**src/rtl/stepper_ramp_gen.sv**
```systemverilog
// stepper_ramp_gen: step/dir pulse generator with optional trapezoidal ramp.
//
// Accepts a signed step count and a half-period profile. It drives step/dir to an
// external driver chip, reports the signed remaining count, and supports abort.
//
// Configuration macro: STEPPER_RAMP_EN
//   defined   - trapezoidal accel/decel using accel_dec_i
//   undefined - every step uses the effective minimum half-period; accel_dec_i ignored
//
// Ports:
//   clk_i, rst_ni   clock, asynchronous active-low reset
//   start_i         single-cycle start request (sampled only when idle)
//   abort_i         stop motion immediately
//   steps_in_i      signed step count, MSB = direction
//   start_half_i    initial (slowest) half-period in clk cycles
//   min_half_i      cruise (fastest) half-period in clk cycles
//   accel_dec_i     half-period change per step while ramping
//   step_signal_o   step pulse
//   dir_o           direction (MSB of latched count)
//   busy_o          motion in progress
//   done_o          one-cycle pulse at end of motion
//   steps_left_o    signed steps remaining
module stepper_ramp_gen #(
  parameter int unsigned STEP_W    = 32,
  parameter int unsigned PER_W     = 24,
  parameter int unsigned DIR_SETUP = 4
) (
  input  logic              clk_i,
  input  logic              rst_ni,
  input  logic              start_i,
  input  logic              abort_i,
  input  logic [STEP_W-1:0] steps_in_i,
  input  logic [PER_W-1:0]  start_half_i,
  input  logic [PER_W-1:0]  min_half_i,
  input  logic [PER_W-1:0]  accel_dec_i,
  output logic              step_signal_o,
  output logic              dir_o,
  output logic              busy_o,
  output logic              done_o,
  output logic [STEP_W-1:0] steps_left_o
);

  typedef enum logic [1:0] {StIdle, StSetup, StHigh, StLow} state_e;

  localparam logic [PER_W-1:0]  PerOne    = PER_W'(1);
  localparam logic [STEP_W-1:0] StepOne   = STEP_W'(1);
  localparam logic [PER_W-1:0]  SetupLoad = PER_W'(DIR_SETUP - 1);

  state_e            state_q, state_d;
  logic [PER_W-1:0]  cnt_q, cnt_d;
  logic [STEP_W-1:0] mag_q, mag_d;
  logic [PER_W-1:0]  half_q, half_d;
  logic [PER_W-1:0]  min_q, min_d;
  logic              dir_q, dir_d;
  logic              done_q, done_d;
  logic [STEP_W-1:0] steps_left_q, steps_left_d;

  // Latch-time sanitising: zero half-periods become 1, cruise never slower than start.
  logic [STEP_W-1:0] mag_in;
  logic [PER_W-1:0]  sh_san, mh_san, eff_min;
  logic [STEP_W-1:0] mag_dec;
  logic [PER_W-1:0]  half_next;

  assign mag_in  = steps_in_i[STEP_W-1] ? (STEP_W'(0) - steps_in_i) : steps_in_i;
  assign sh_san  = (start_half_i == '0) ? PerOne : start_half_i;
  assign mh_san  = (min_half_i == '0) ? PerOne : min_half_i;
  assign eff_min = (mh_san < sh_san) ? mh_san : sh_san;
  assign mag_dec = mag_q - StepOne;

`ifdef STEPPER_RAMP_EN
  logic [PER_W-1:0]  start_q, start_d;
  logic [PER_W-1:0]  acc_q, acc_d;
  logic [STEP_W-1:0] ramp_q, ramp_d;
  logic [STEP_W-1:0] ramp_next;
  logic [PER_W:0]    half_up, half_dn;

  // Extra bit keeps add/subtract from wrapping before clamping.
  always_comb begin
    half_up   = {1'b0, half_q} + {1'b0, acc_q};
    half_dn   = {1'b0, half_q} - {1'b0, acc_q};
    half_next = half_q;
    ramp_next = ramp_q;
    if (mag_dec <= ramp_q) begin
      half_next = (half_up > {1'b0, start_q}) ? start_q : half_up[PER_W-1:0];
      if (ramp_q != '0) ramp_next = ramp_q - StepOne;
    end else if (half_q > min_q) begin
      half_next = (half_dn[PER_W] || (half_dn[PER_W-1:0] < min_q)) ? min_q
                                                                   : half_dn[PER_W-1:0];
      ramp_next = ramp_q + StepOne;
    end
  end
`else
  logic unused_accel;
  assign unused_accel = ^accel_dec_i;
  assign half_next    = half_q;
`endif

  always_comb begin
    state_d = state_q;
    cnt_d   = cnt_q;
    mag_d   = mag_q;
    half_d  = half_q;
    min_d   = min_q;
    dir_d   = dir_q;
    done_d  = 1'b0;
`ifdef STEPPER_RAMP_EN
    start_d = start_q;
    acc_d   = acc_q;
    ramp_d  = ramp_q;
`endif
    unique case (state_q)
      StIdle: begin
        if (start_i && !abort_i) begin
          mag_d = mag_in;
          min_d = eff_min;
`ifdef STEPPER_RAMP_EN
          half_d  = sh_san;
          start_d = sh_san;
          acc_d   = accel_dec_i;
          ramp_d  = '0;
`else
          half_d = eff_min;
`endif
          if (mag_in == '0) begin
            done_d = 1'b1;
          end else begin
            state_d = StSetup;
            dir_d   = steps_in_i[STEP_W-1];
            cnt_d   = SetupLoad;
          end
        end
      end
      StSetup: begin
        if (abort_i) begin
          state_d = StIdle;
          done_d  = 1'b1;
        end else if (cnt_q == '0) begin
          state_d = StHigh;
          cnt_d   = half_q - PerOne;
        end else begin
          cnt_d = cnt_q - PerOne;
        end
      end
      StHigh: begin
        if (abort_i) begin
          // The step edge already went out, so it counts.
          state_d = StIdle;
          done_d  = 1'b1;
          mag_d   = mag_dec;
        end else if (cnt_q == '0) begin
          state_d = StLow;
          cnt_d   = half_q - PerOne;
        end else begin
          cnt_d = cnt_q - PerOne;
        end
      end
      StLow: begin
        if (abort_i) begin
          state_d = StIdle;
          done_d  = 1'b1;
        end else if (cnt_q == '0) begin
          mag_d = mag_dec;
          if (mag_dec == '0) begin
            state_d = StIdle;
            done_d  = 1'b1;
          end else begin
            state_d = StHigh;
            half_d  = half_next;
            cnt_d   = half_next - PerOne;
`ifdef STEPPER_RAMP_EN
            ramp_d = ramp_next;
`endif
          end
        end else begin
          cnt_d = cnt_q - PerOne;
        end
      end
      default: state_d = StIdle;
    endcase
  end

  // Remaining count lags mag by one cycle.
  assign steps_left_d = dir_q ? (STEP_W'(0) - mag_q) : mag_q;

  always_ff @(posedge clk_i or negedge rst_ni) begin
    if (!rst_ni) begin
      state_q      <= StIdle;
      cnt_q        <= '0;
      mag_q        <= '0;
      half_q       <= '0;
      min_q        <= '0;
      dir_q        <= 1'b0;
      done_q       <= 1'b0;
      steps_left_q <= '0;
`ifdef STEPPER_RAMP_EN
      start_q <= '0;
      acc_q   <= '0;
      ramp_q  <= '0;
`endif
    end else begin
      state_q      <= state_d;
      cnt_q        <= cnt_d;
      mag_q        <= mag_d;
      half_q       <= half_d;
      min_q        <= min_d;
      dir_q        <= dir_d;
      done_q       <= done_d;
      steps_left_q <= steps_left_d;
`ifdef STEPPER_RAMP_EN
      start_q <= start_d;
      acc_q   <= acc_d;
      ramp_q  <= ramp_d;
`endif
    end
  end

  assign step_signal_o = (state_q == StHigh);
  assign busy_o        = (state_q != StIdle);
  assign dir_o         = dir_q;
  assign done_o        = done_q;
  assign steps_left_o  = steps_left_q;

endmodule

```
**config.mk**
```make
export PLATFORM = sky130hd
export DESIGN_NAME = stepper_ramp_gen
export DESIGN_NICKNAME = d
export VERILOG_FILES = /design/src/rtl/stepper_ramp_gen.sv
export SDC_FILE = /design/constraint.sdc
export NUM_CORES = 1
export LEC_CHECK = 0
export BUFFER_PORTS_ARGS = -buffer_cell sky130_fd_sc_hd__buf_2
export CAP_MARGIN = 40
export CORE_MARGIN = 2
export CORE_UTILIZATION = 30
export DETAILED_ROUTE_END_ITERATION = 8
export MAX_ROUTING_LAYER = met4
export PLACE_DENSITY = 0.56
export SYNTH_ARGS = -nofsm -noshare
export SYNTH_HDL_FRONTEND = slang
export SYNTH_SLANG_ARGS = --single-unit
```
**constraint.sdc**
```tcl
create_clock -name clk_i -period 4.3 [get_ports clk_i]
set_input_delay 0.43 -clock clk_i [delete_from_list [all_inputs] [get_ports clk_i]]
set_output_delay 0.43 -clock clk_i [all_outputs]
set_load 0.03 [all_outputs]
```
After elaboration in Yosys (flattened, before gate mapping)
Index checks and enable logic that the tools add are counted.

storage, ports and cells
  bits in registers = 116
  output and inout bits = 36
  word-level logic and storage cells = 78

operators by class
  add/sub/neg operators = 5
  order comparisons = 1
  equal/unequal tests = 13
  muxes and demuxes = 35
  bitwise operators = 1
  reduce and logical (&&, ||, !) cells = 16

operator list
  cell                     number
  $mux W24                 10
  $mux W32                 6
  $pmux W32 S3             1
  $logic_not A24 Y1        3
  $pmux W24 S3             1
  $logic_not A32 Y1        2
  $sub A1 B32 Y32 const A  2
  $sub A24 B1 Y24 const B  2
  $sub A32 B1 Y32 const B  1
  $lt A24 B24 Y1           1
  $mux W2                  9
  $reduce_and A5 Y1        3
  $ne A2 B2 Y1 const B     6
  $ne A3 B3 Y1 const B     3
  $pmux W2 S4              1
  $mux W1                  6
  $eq A2 B2 Y1 const B     2
  $ne A3 B2 Y1 const B     1
  $pmux W1 S3              1
  $reduce_and A3 Y1        1
  $reduce_bool A3 Y1       1
  $eq A2 B1 Y1 const B     1
  $logic_not A2 Y1         1
  $reduce_and A2 Y1        1
  other kinds (5)          5

Depth between registers and ports, before layout
Gate-level depths: netlist of the first run.

  depth after elaboration = 6
  gate-level depth with buffers = 16
  gate-level depth less buffers = 13

Least setup slack after synthesis of the first run
OpenSTA, ideal clock, no wires.

  kind = input port to flip-flop
  start = in steps_in_i[0]
  end = reg dir_q (netlist: dir_o)
  setup time = 0.125 ns
  data arrival time = 3.948 ns
  required time = 4.175 ns
  setup slack = 0.227 ns
  stages = 12
  cells stage by stage = inv_1 ha_1 or4b_2 or4_1 buf_2 nor4_1 a211oi_1 or4_1 or4_4 or2_1 nor2b_4 mux2_4

on the way
  cells in the longest elaborated chain, start to end = 5

RTL lines
  what                                    line  text
  from (decl)                             32    input logic [STEP_W-1:0] steps_in_i,
  $sub A1 B32 Y32                         64    assign mag_in = steps_in_i[STEP_W-1] ? (STEP_W'(0) - steps_in_i) : steps_in_i;
  $mux W32 (*)                            64
  $logic_not A32 Y1 (*)                   124   if (mag_in == '0) begin
  $not A1 Y1 (no source line) (*)         n/a
  $reduce_and A3 Y1 (no source line) (*)  n/a
  to (signal assigned)                    206   dir_q <= dir_d;
  to (decl)                               54    logic dir_q, dir_d;

Every way passes the cells marked *; elsewhere a longest branch is shown, timed or not.
A chain may end at the register's enable or synchronous reset.

Worst setup path after layout of the first run
  start = reg mag_q[4]
  end = reg cnt_q[15]

on the way
  cells in the longest elaborated chain, start to end = 4

RTL lines
  what                                line  text
  from (decl)                         51    logic [STEP_W-1:0] mag_q, mag_d;
  from (signal assigned)              203   mag_q <= mag_d;
  $sub A32 B1 Y32                     68    assign mag_dec = mag_q - StepOne;
  $logic_not A32 Y1                   163   if (mag_dec == '0) begin
  $ne A3 B3 Y1 (no source line)       n/a
  $reduce_and A5 Y1 (no source line)  n/a
  to (signal assigned)                202   cnt_q <= cnt_d;
  to (decl)                           50    logic [PER_W-1:0] cnt_q, cnt_d;

Every way passes these cells.

==> run_results.csv, run 1 <==
group,metric,value,unit
synth,synthArstFlopShare,100,%
power,leakage,4.43,nW
global_routing,grt-ovfl-total,0,
placed_design,gp_congestion,0.897,
critical_path,path_max_fanout,14,
sta,setup_violations,0,
synth,avgSynthCellArea,8.09,µm²
power,p_sw_share,43.8,%
placed_design,place_ws,0.107,ns
sta,postLayoutSetupSlackWorst,0.460,ns
routing,ant_nets,0,
floorplanning,rows,63,
layout,area_growth,18.5,%
routing,dr.first_iter.drc_count,770,
sta,finalMaxSlewViolations,0,
critical_path,cp.required,4.62,ns
synth,syn-num-nets,1260,
sta,whs,0.321,ns
synth,synthCells,1119,
routing,wire_per_inst,16.6,µm
sta,rsz0062_at_grt,"false",
floorplanning,fp.dieW,178,µm
routing,route.detailed.drc,0,
global_routing,grt_pass1_wl,43500,µm
routing,vias,8618,
placed_design,dpl.hpwl,20300,µm
critical_path,worst-setup-path-type,"flip-flop to flip-flop",
synth,synth.distinct_cells,78,
synth,synth_top_area_cell,"dfrtp_1",
clock_network,clock-sinks,116,
routing,dr.pass1.iters,5,
layout,multi_input_area,5580,µm²
floorplanning,die-area,31600,µm²
placed_design,io_buffers,119,
synth,synthTopCellsByArea,"dfrtp_1, xnor2_1, nand2_1",
floorplanning,coreArea,29600,µm²
synth,synth-seq-cells,116,
power,power_density,616,nW/µm²
critical_path,worstPathArrival,4.16,ns
synth,yosysTopAreaCellShare,32.1,%
critical_path,rrSetupSlack,0.46,ns
clock_network,root_buffer,"clkbuf_16",
clock_network,cts_tree,"built",
clock_network,clk_latency,0.44,ns
clock_network,postCtsSetupBuffers,0,
power,power_frac_seq,32.8,%
synth,synth_warnings,0,
global_routing,grt_max_degree,57,
clock_network,h-tree-depth,4,
synth,yosysMostFrequentCell,"nand2_1",
layout,fillers,3145,
sta,finalHoldViolCount,0,
synth,synthesis.area,9050,µm²
global_routing,track_usage,17.8,%
clock_network,clockBufferDepth,2,
critical_path,endpoint_kind,"flip-flop",
synth,ys.flop_type,"dfrtp_1",
critical_path,start_kind,"flip-flop",
power,p_switching,2.90,mW
floorplanning,initial_core_util,30.5,%
sta,finClkSkew,0.0122,ns
sta,tightest_slew,0.851,ns
routing,viasPerCell,5.37,
synth,synth-edff-count,0,
power,irDropWorstVdd,0.000398,V
layout,seqCellArea,2900,µm²
placed_design,placed_area,10100,µm²
sta,fmax,260,MHz
power,intPower,3.71,mW
routing,wirelength,26700,µm
clock_network,cts.clk_slew.worst_paths,0.06,ns
worst_hold_path,hold_path.class,"primary input to flip-flop",
run_status,status,"complete, no violations",
synth,seq_area_frac_synth,32.1,%
layout,final_cell_area,10700,µm²
synth,synth.top_cells.by_count,"nand2_1, dfrtp_1, clkbuf_1",
sta,final.setup.tns,0,ns
floorplanning,die_y,178,µm
power,combPwrFrac,44.7,%
layout,layout-drive-gt1-share,18.5,%
global_routing,first_global_vias,8019,
global_routing,grt_antenna_before_repair,3,
sta,period_minus_slack,3.84,ns
clock_network,numCtsBuffers,17,
power,clkPwrFrac,22.5,%
floorplanning,ios,144,
sta,slew_headroom,43.2,%
sta,fin_crit_sh,89.3,%
layout,final_nets,1340,
flow_run,drv_cap,0,
## critical path, stage by stage, from the launching register on
cell and delay (ns):
dfrtp_1 0.50, nor3_1 0.43, nand3_1 0.21, or3b_2 0.54, a2111o_1 0.43, nor4_1 0.28
nand4bb_1 0.27, o211a_1 0.52, buf_4 0.25, a221o_1 0.28
## kinds of logic after synthesis
group,count (synthesis),share of synthesized area (%)
multiplexers,32,3.61
XOR/XNOR,72,6.97
adder cells (fa/ha/maj),33,4.56
flip-flops,116,32.1
AND/OR/NAND/NOR,420,24.4
AO/OA/AOI/OAI,302,22.1
buffers and inverters,144,6.33
## per-stage QoR
step	cells	utilization (%)	power (mW)
5_1_grt	1605	36.2	7.10
3_5_place_dp	1569	34.0	5.13
6_report	1605	36.2	6.61
4_1_cts	1602	36.2	6.63
3_3_place_gp	1567	33.9	5.07
2_1_floorplan	1119	-	4.18
## final timing paths
kind	from	to	cells after the start
max in group asynchronous	rst_ni	half_next[2]$_DFFE_PN0P_	4
worst min-delay path	steps_in_i[0]	mag_q[0]$_DFFE_PN0P_	3
worst max register to register	mag_q[4]$_DFFE_PN0P_	cnt_q[15]$_DFFE_PN0P_	9
worst max-delay path	mag_q[4]$_DFFE_PN0P_	cnt_q[15]$_DFFE_PN0P_	9
worst min register to register	half_next[23]$_DFFE_PN0P_	half_next[23]$_DFFE_PN0P_	2
min in group asynchronous	rst_ni	steps_left_o[0]$_DFF_PN0_	2
## routing by layer
| metal | global-route usage (%) | part of all wire, % | vias up | wire length, µm |
|---|---|---|---|---|
| li1 | - | - | 4274 | - |
| met1 | 25.4 | 50 | 4088 | 13300 |
| met2 | 25.8 | 43 | 229 | 11400 |
| met3 | 3.36 | 6.0 | 27 | 1610 |
| met4 | 4.75 | 1.5 | 0 | 399 |
| met5 | - | 0 | - | 0 |
## layout by cell type (no fill, tap or decap), drive strengths merged, types with 19 or more instances in the layout
master    n
dfrtp   116
buf     161
xnor2    56
mux2i    30
nor2     69
nor4     43
nor3     31
ha       33
o21ai    93
nand4    20
clkbuf   20
nand3    20
a21oi    55
or3      19
nand2   123
inv      44
## layout make-up
| class | count | area share, % |
|---|---|---|
| tap | 390 | 4.55 |
| multi-input combinational | 859 | 52.1 |
| timing repair buffer | 162 | 8.98 |
| clock buffer | 20 | 4.35 |
| clock inverter | 12 | 1.41 |
| antenna | 3 | 0.0700 |
| inverter | 43 | 1.50 |
| sequential | 116 | 27.1 |
## what timing repair did
item                      CTS  global route
hold buffers                1             0
resized for setup           0             0
hold endpoints to repair    7             0
## power by group through the flow
| stage | clock network [mW] | logic, mW | registers (mW) |
|---|---|---|---|
| final | 1.48 | 2.96 | 2.17 |
| after global routing | 1.56 | 3.29 | 2.25 |
| after CTS | 1.50 | 2.96 | 2.16 |
| after detailed placement | 0 | 2.96 | 2.17 |
| after global placement | 0 | 2.91 | 2.16 |
| after floorplan | 0 | 1.92 | 2.25 |
## sequential cells by signal (all words and copies together) (netlist names)
name and count:
dir_o 1, cnt_q 24, half_next 24, steps_left_o 32, state_q 2, mag_q 32
done_o 1
Note: power is estimated with default switching activity, not from simulation.
==> inputs of run 2 (changes only) <==
--- a/config.mk
+++ b/config.mk
@@ -5,13 +5,14 @@
 export SDC_FILE = /design/constraint.sdc
 export NUM_CORES = 1
 export LEC_CHECK = 0
+export ABC_AREA = 1
 export BUFFER_PORTS_ARGS = -buffer_cell sky130_fd_sc_hd__buf_2
 export CAP_MARGIN = 40
 export CORE_MARGIN = 2
 export CORE_UTILIZATION = 30
 export DETAILED_ROUTE_END_ITERATION = 8
 export MAX_ROUTING_LAYER = met4
-export PLACE_DENSITY = 0.56
+export PLACE_DENSITY = 0.55
 export SYNTH_ARGS = -nofsm -noshare
 export SYNTH_HDL_FRONTEND = slang
 export SYNTH_SLANG_ARGS = --single-unit
==> run 2 against run 1 <==
Effect of this change: flip-flop and latch count unchanged; power is 27% higher; area after synthesis grew 8.5%; hold slack improved by 0.026 ns; setup slack improved by 0.62 ns; first-iteration DRC count is 10% lower; via count increased by 20%; utilization fell by 0.97 points; wire length rose by 16%; sequential share of layout area fell by 1.6 points; critical path type unchanged.
==> run_results.csv, run 2 <==
group,metric,value,unit
run_status,status,"complete, no violations",
global_routing,grt_max_degree,53,
layout,layout-drive-gt1-share,12.4,%
critical_path,slowest_stage,"nand3_1",
placed_design,gp_congestion,0.949,
sta,tightest_slew,0.828,ns
critical_path,crit_top_cell,"nand2_1",
placed_design,dpl.hpwl,24000,µm
power,power_density,739,nW/µm²
layout,n_antenna_cell,0,
clock_network,numCtsBuffers,17,
critical_path,start_kind,"flip-flop",
global_routing,grt_pass1_wl,48900,µm
global_routing,first_global_vias,9468,
clock_network,clk_latency,0.43,ns
placed_design,io_buffers,119,
critical_path,endpoint_kind,"flip-flop",
sta,fmax,311,MHz
global_routing,track_usage,18.6,%
layout,final_cell_area,11400,µm²
synth,yosysMostFrequentCell,"nand2_1",
synth,synth-seq-cells,116,
routing,ant_nets,0,
synth,ys.flop_type,"dfrtp_1",
floorplanning,rows,66,
synth,synthCells,1612,
synth,seq_area_frac_synth,29.5,%
floorplanning,die-area,34200,µm²
power,irDropWorstVdd,0.000417,V
synth,synthArstFlopShare,100,%
layout,mostFrequentLayoutCells,"nand2_1, nor2_1, inv_1",
sta,finClkSkew,0.0113,ns
layout,final_common_cell,"nand2_1",
sta,fin_crit_sh,74.8,%
critical_path,critPathBufInv,1,
sta,period_minus_slack,3.22,ns
sta,slew_headroom,44.8,%
critical_path,crit_family,"simple AND/OR/NAND/NOR gates",
synth,synth.distinct_cells,43,
power,leakage,6.07,nW
clock_network,postCtsSetupBuffers,0,
placed_design,placed_area,10800,µm²
layout,area_growth,16.0,%
critical_path,worst-setup-path-type,"flip-flop to flip-flop",
power,p_switching,4.54,mW
synth,yosysTopAreaCellShare,29.5,%
power,combPwrFrac,59.5,%
sta,final.setup.tns,0,ns
routing,vias,10300,
sta,postLayoutSetupSlackWorst,1.08,ns
synth,synth_top_area_cell,"dfrtp_1",
routing,wire_per_inst,14.4,µm
layout,final_nets,1832,
synth,synthesis.area,9830,µm²
routing,wirelength,30900,µm
layout,stdcell_count,2146,
power,p_sw_share,53.9,%
clock_network,cts_tree,"built",
sta,whs,0.347,ns
sta,finalHoldViolCount,0,
global_routing,grt-ovfl-total,0,
sta,rsz0062_at_grt,"false",
floorplanning,coreArea,32400,µm²
synth,synth_warnings,0,
power,intPower,3.88,mW
sta,setup_violations,0,
worst_hold_path,hold_path.class,"primary input to flip-flop",
layout,fillers,3664,
floorplanning,fp.dieW,185,µm
critical_path,slowest_delay,0.47,ns
sta,finalMaxSlewViolations,0,
global_routing,grt_antenna_before_repair,0,
placed_design,dp_cells,2113,
routing,viasPerCell,4.80,
power,power_frac_seq,23.8,%
synth,syn-num-nets,1753,
floorplanning,initial_core_util,30.4,%
synth,synth.top_cells.by_count,"nand2_1, nor2_1, inv_1",
critical_path,worstPathCellList,"nor2_1 > nand2_1 > nor2_1 > nand3_1 > o21ai_2 > ha_1 > nand2_1 > nor2_1 > nand2_1 > inv_2 > nand3_1 > nand2_1 > nand2_1 > nor2_1 > nand4_1 > nand2_1",
clock_network,cts.clk_slew.worst_paths,0.06,ns
clock_network,clock-sinks,116,
floorplanning,ios,144,
clock_network,h-tree-depth,4,
synth,synthTopCellsByArea,"dfrtp_1, nand2_1, nor2_1",
critical_path,path_max_fanout,11,
placed_design,place_ws,1.05,ns
flow_run,drv_cap,0,
clock_network,clockBufferDepth,2,
critical_path,worstPathArrival,3.58,ns
floorplanning,die_y,185,µm
routing,route.detailed.drc,0,
routing,dr.pass1.iters,6,
power,clkPwrFrac,16.8,%
synth,synth-edff-count,0,
critical_path,cp.required,4.66,ns
synth,avgSynthCellArea,6.10,µm²
routing,dr.first_iter.drc_count,693,
power,finalPower,8.42,mW
layout,final_util,35.2,%
clock_network,root_buffer,"clkbuf_16",
-- run 2: cell type report --
cell class | count | area [µm²] | area share (%)
clock buffer | 17 | 425 | 3.73
clock inverter | 15 | 149 | 1.31
inverter | 190 | 713 | 6.26
multi-input combinational | 1229 | 5890 | 51.7
sequential | 116 | 2900 | 25.5
tap | 442 | 553 | 4.85
timing repair buffer | 137 | 768 | 6.74
-- run 2: cells by family (layout without fill, tap and decap cells) --
logic type                 after synthesis  in the layout  synth area share (%)
and+or+nand+nor                        998            998                  43.6
xor gates and xnor gates                35             35                  3.20
adders and majority gates               33             33                  4.20
DFF                                    116            116                  29.5
buffers and inverters                  267            359                  10.6
AOI/OAI and AO/OA                      163            163                  8.90
-- run 2: timing repair --
item	4_1_cts	5_1_grt
hold buffers	1	0
hold endpoints to repair	30	0
gates resized for setup	0	0
-- run 2: worst reg2reg max path, delay by kind of cell, from the launching register on --
family	cells	cell delay, ns
buffers and inverters	1	0.13
flip-flops	1	0.41
adder cells (fa/ha/maj)	1	0.28
AO/OA/AOI/OAI	1	0.29
AND/OR/NAND/NOR	13	2.07
-- run 2: routing by layer --
metal  wire (µm)  share of wire [%]  track usage, %
met5           0                  0               -
met2       15300                 50            31.7
met1       13800                 45            23.3
met4         456                1.5            4.35
met3        1270                4.1            2.52
-- run 2: final timing paths --
| check | startpoint | cells past startpoint | endpoint | slack, ns |
|---|---|---|---|---|
| min in group asynchronous | rst_ni | 2 | cnt_q[19]$_DFFE_PN0P_ | 0.50 |
| max in group asynchronous | rst_ni | 3 | mag_q[14]$_DFFE_PN0P_ | 3.20 |
| worst min register to register | mag_q[0]$_DFFE_PN0P_ | 0 | steps_left_o[0]$_DFF_PN0_ | 0.45 |
| worst min-delay path | start_half_i[9] | 5 | half_next[9]$_DFFE_PN0P_ | 0.35 |
| worst max register to register | cnt_q[23]$_DFFE_PN0P_ | 16 | cnt_q[22]$_DFFE_PN0P_ | 1.08 |
| worst max-delay path | cnt_q[23]$_DFFE_PN0P_ | 16 | cnt_q[22]$_DFFE_PN0P_ | 1.08 |
-- run 2: power groups by stage --
stage | Combinational, mW | Clock [mW] | Sequential [mW]
final | 5.01 | 1.41 | 2.00
after global routing | 5.63 | 1.49 | 2.07
after CTS | 4.98 | 1.44 | 2.01
after detailed placement | 4.96 | 0 | 2.02
after global placement | 4.91 | 0 | 2.02
after floorplan | 3.35 | 0 | 2.24
==> inputs of run 3 (changes only) <==
==> constraint.sdc (replaced) <==
create_clock -name clk_i -period 3 [get_ports clk_i]
set_input_delay 0.3 -clock clk_i [delete_from_list [all_inputs] [get_ports clk_i]]
set_output_delay 0.3 -clock clk_i [all_outputs]
set_load 0.03 [all_outputs]
==> run 3 against run 2 <==
Effect of this change: register-to-register slack worse by 0.86 ns; critical path depth is 1 lower; first-iteration DRC count is 2.0% lower; maximum frequency is 16% higher; final cell count is 0.75% higher; die area stayed put; power is 49% higher; combinational power is 49% higher; count of clock-buffer cells in the layout stayed put; critical path type unchanged; highest routed layer unchanged.
==> run_results.csv, run 3 (synthesized netlist as in run 2, its figures left out) <==
group,metric,value,unit
layout,final_util,35.8,%
power,finalPower,12.5,mW
run_status,status,"complete, no violations",
sta,rsz0062_at_grt,"false",
critical_path,r2r-end,"cnt_q[23]$_DFFE_PN0P_",
flow_run,drv_cap,0,
routing,wire_per_inst,14.2,µm
placed_design,gp_congestion,0.928,
sta,period_minus_slack,2.78,ns
critical_path,worstPathArrival,3.08,ns
routing,route.detailed.drc,0,
critical_path,endpoint_kind,"flip-flop",
routing,vias,10277,
sta,fin_crit_sh,92.5,%
global_routing,grt_pass1_wl,48900,µm
critical_path,crit_path_end,"cnt_q[23]$_DFFE_PN0P_",
floorplanning,coreArea,32400,µm²
power,irDropWorstVdd,0.000513,V
sta,fmax,360,MHz
layout,area_growth,18.0,%
routing,ant_nets,0,
sta,finalHoldViolCount,0,
layout,n_antenna_cell,0,
floorplanning,die_y,185,µm
layout,seqCellArea,2900,µm²
critical_path,rrSetupSlack,0.22,ns
floorplanning,die-area,34200,µm²
critical_path,cp.required,3.31,ns
layout,stdcell_count,2162,
layout,layout-drive-gt1-share,13.4,%
critical_path,startpoint,"mag_q[4]$_DFFE_PN0P_",
clock_network,cts_tree,"built",
critical_path,critPathBufInv,1,
power,power_frac_seq,22.9,%
power,p_switching,6.58,mW
clock_network,root_buffer,"clkbuf_16",
power,leakage,6.18,nW
power,combPwrFrac,59.6,%
routing,viasPerCell,4.75,
global_routing,track_usage,18.5,%
critical_path,crit_family,"simple AND/OR/NAND/NOR gates",
critical_path,worst-setup-path-type,"flip-flop to flip-flop",
clock_network,clockBufferDepth,2,
placed_design,io_buffers,119,
sta,setup_violations,0,
clock_network,cts.clk_slew.worst_paths,0.06,ns
sta,finalMaxSlewViolations,0,
critical_path,slowest_delay,0.47,ns
sta,slew_headroom,50.6,%
placed_design,dp_cells,2128,
critical_path,start_kind,"flip-flop",
layout,mostFrequentLayoutCells,"nand2_1, nor2_1, inv_1",
layout,multi_input_area,5910,µm²
worst_hold_path,hold_path.class,"primary input to flip-flop",
routing,wirelength,30800,µm
clock_network,clk_latency,0.43,ns
layout,fillers,3612,
sta,finClkSkew,0.0181,ns
floorplanning,fp.dieW,185,µm
critical_path,path_max_fanout,17,
routing,dr.pass1.iters,6,
global_routing,grt-ovfl-total,0,
power,p_sw_share,52.4,%
critical_path,rr_worst_depth,15,
global_routing,first_global_vias,9517,
floorplanning,ios,144,
sta,final.setup.tns,0,ns
clock_network,h-tree-depth,4,
clock_network,numCtsBuffers,17,
global_routing,grt_antenna_before_repair,0,
power,clkPwrFrac,17.5,%
sta,postLayoutSetupSlackWorst,0.224,ns
routing,dr.first_iter.drc_count,679,
floorplanning,rows,66,
placed_design,dpl.hpwl,24300,µm
floorplanning,initial_core_util,30.4,%
critical_path,cp.depth,15,
power,intPower,5.96,mW
layout,final_nets,1848,
critical_path,crit_top_cell,"nand2_1",
critical_path,slowest_stage,"dfrtp_1",
clock_network,clock-sinks,116,
placed_design,place_ws,0.143,ns
global_routing,grt_max_degree,55,
layout,final_common_cell,"nand2_1",
critical_path,worstPathCellList,"nor2_1 > nand2_1 > nor2_1 > nand2_1 > o21ai_1 > nand2_1 > nor2_1 > nand2_1 > nor2_1 > nand3_1 > nand2_2 > nand2_4 > buf_4 > nand4_1 > nand2_1",
power,power_density,1080,nW/µm²
sta,tightest_slew,0.740,ns
critical_path,r2r_start,"mag_q[4]$_DFFE_PN0P_",
[run 3: cell types whose count changed in the layout (fill, tap and decap cells not counted), moves of 2 or more]
cell	change
buf_12	+2
buf_4	+14
bufinv_16	+2
clkinv_4	-2
inv_6	+3
nand3_2	+2
[run 3: repair_timing]
item,4_1_cts,5_1_grt
hold buffers,1,0
resized for setup,0,3
endpoints found under the hold margin,31,0
buffers inserted,0,0
endpoints found under the setup margin,0,24
[run 3: how the worst min path moves through the flow]
stage	endpoint	from	cells past startpoint
global placement	steps_left_o[3]$_DFF_PN0_	rst_ni	1
detailed placement	steps_left_o[2]$_DFF_PN0_	rst_ni	1
CTS	half_next[2]$_DFFE_PN0P_	start_half_i[2]	5
global route	half_next[13]$_DFFE_PN0P_	start_half_i[13]	5
floorplan	cnt_q[0]$_DFFE_PN0P_	rst_ni	0
finish	half_next[23]$_DFFE_PN0P_	start_half_i[23]	5
[run 3: power by group through the flow]
stage          clock network, mW  registers (mW)  logic (mW)
6_report                    2.20            2.87        7.47
5_1_grt                     2.31            2.97        8.40
4_1_cts                     2.24            2.88        7.43
3_5_place_dp                   0            2.90        7.38
3_3_place_gp                   0            2.90        7.36
2_1_floorplan                  0            3.22        4.81
[run 3: routing by layer]
metal / wire length (µm) / up-vias / share of wire (%) / GRT usage (%)
met5: 0 / - / 0 / -
met4: 631 / 0 / 2.0 / 5.52
met3: 1180 / 37 / 3.8 / 1.89
met2: 15200 / 242 / 49 / 31.5
met1: 13800 / 4682 / 45 / 23.4
li1: - / 5316 / - / -
[run 3: layout make-up]
type / count / area share [%]
clock buffers: 17 / 3.67
inverters: 190 / 6.15
repair buffers: 152 / 7.75
clock inverters: 15 / 1.67
flip-flops and latches: 116 / 25.0
multi-input cells: 1230 / 50.9
well taps: 442 / 4.77
[run 3: worst reg2reg max path, delay by kind of cell (launching register included)]
family / cells / cell delay [ns]
AOI/OAI and AO/OA: 1 / 0.17
buffers and inverters: 1 / 0.25
DFF: 1 / 0.47
and+or+nand+nor: 13 / 1.79
[run 3: stage by stage]
step / hold slack [ns] / instance area (µm²)
floorplan: 0.00441 / 9830
global placement: 0.284 / 10900
detailed placement: 0.286 / 10900
CTS: 0.217 / 11600
global route: 0.240 / 11600
finish: 0.217 / 11600
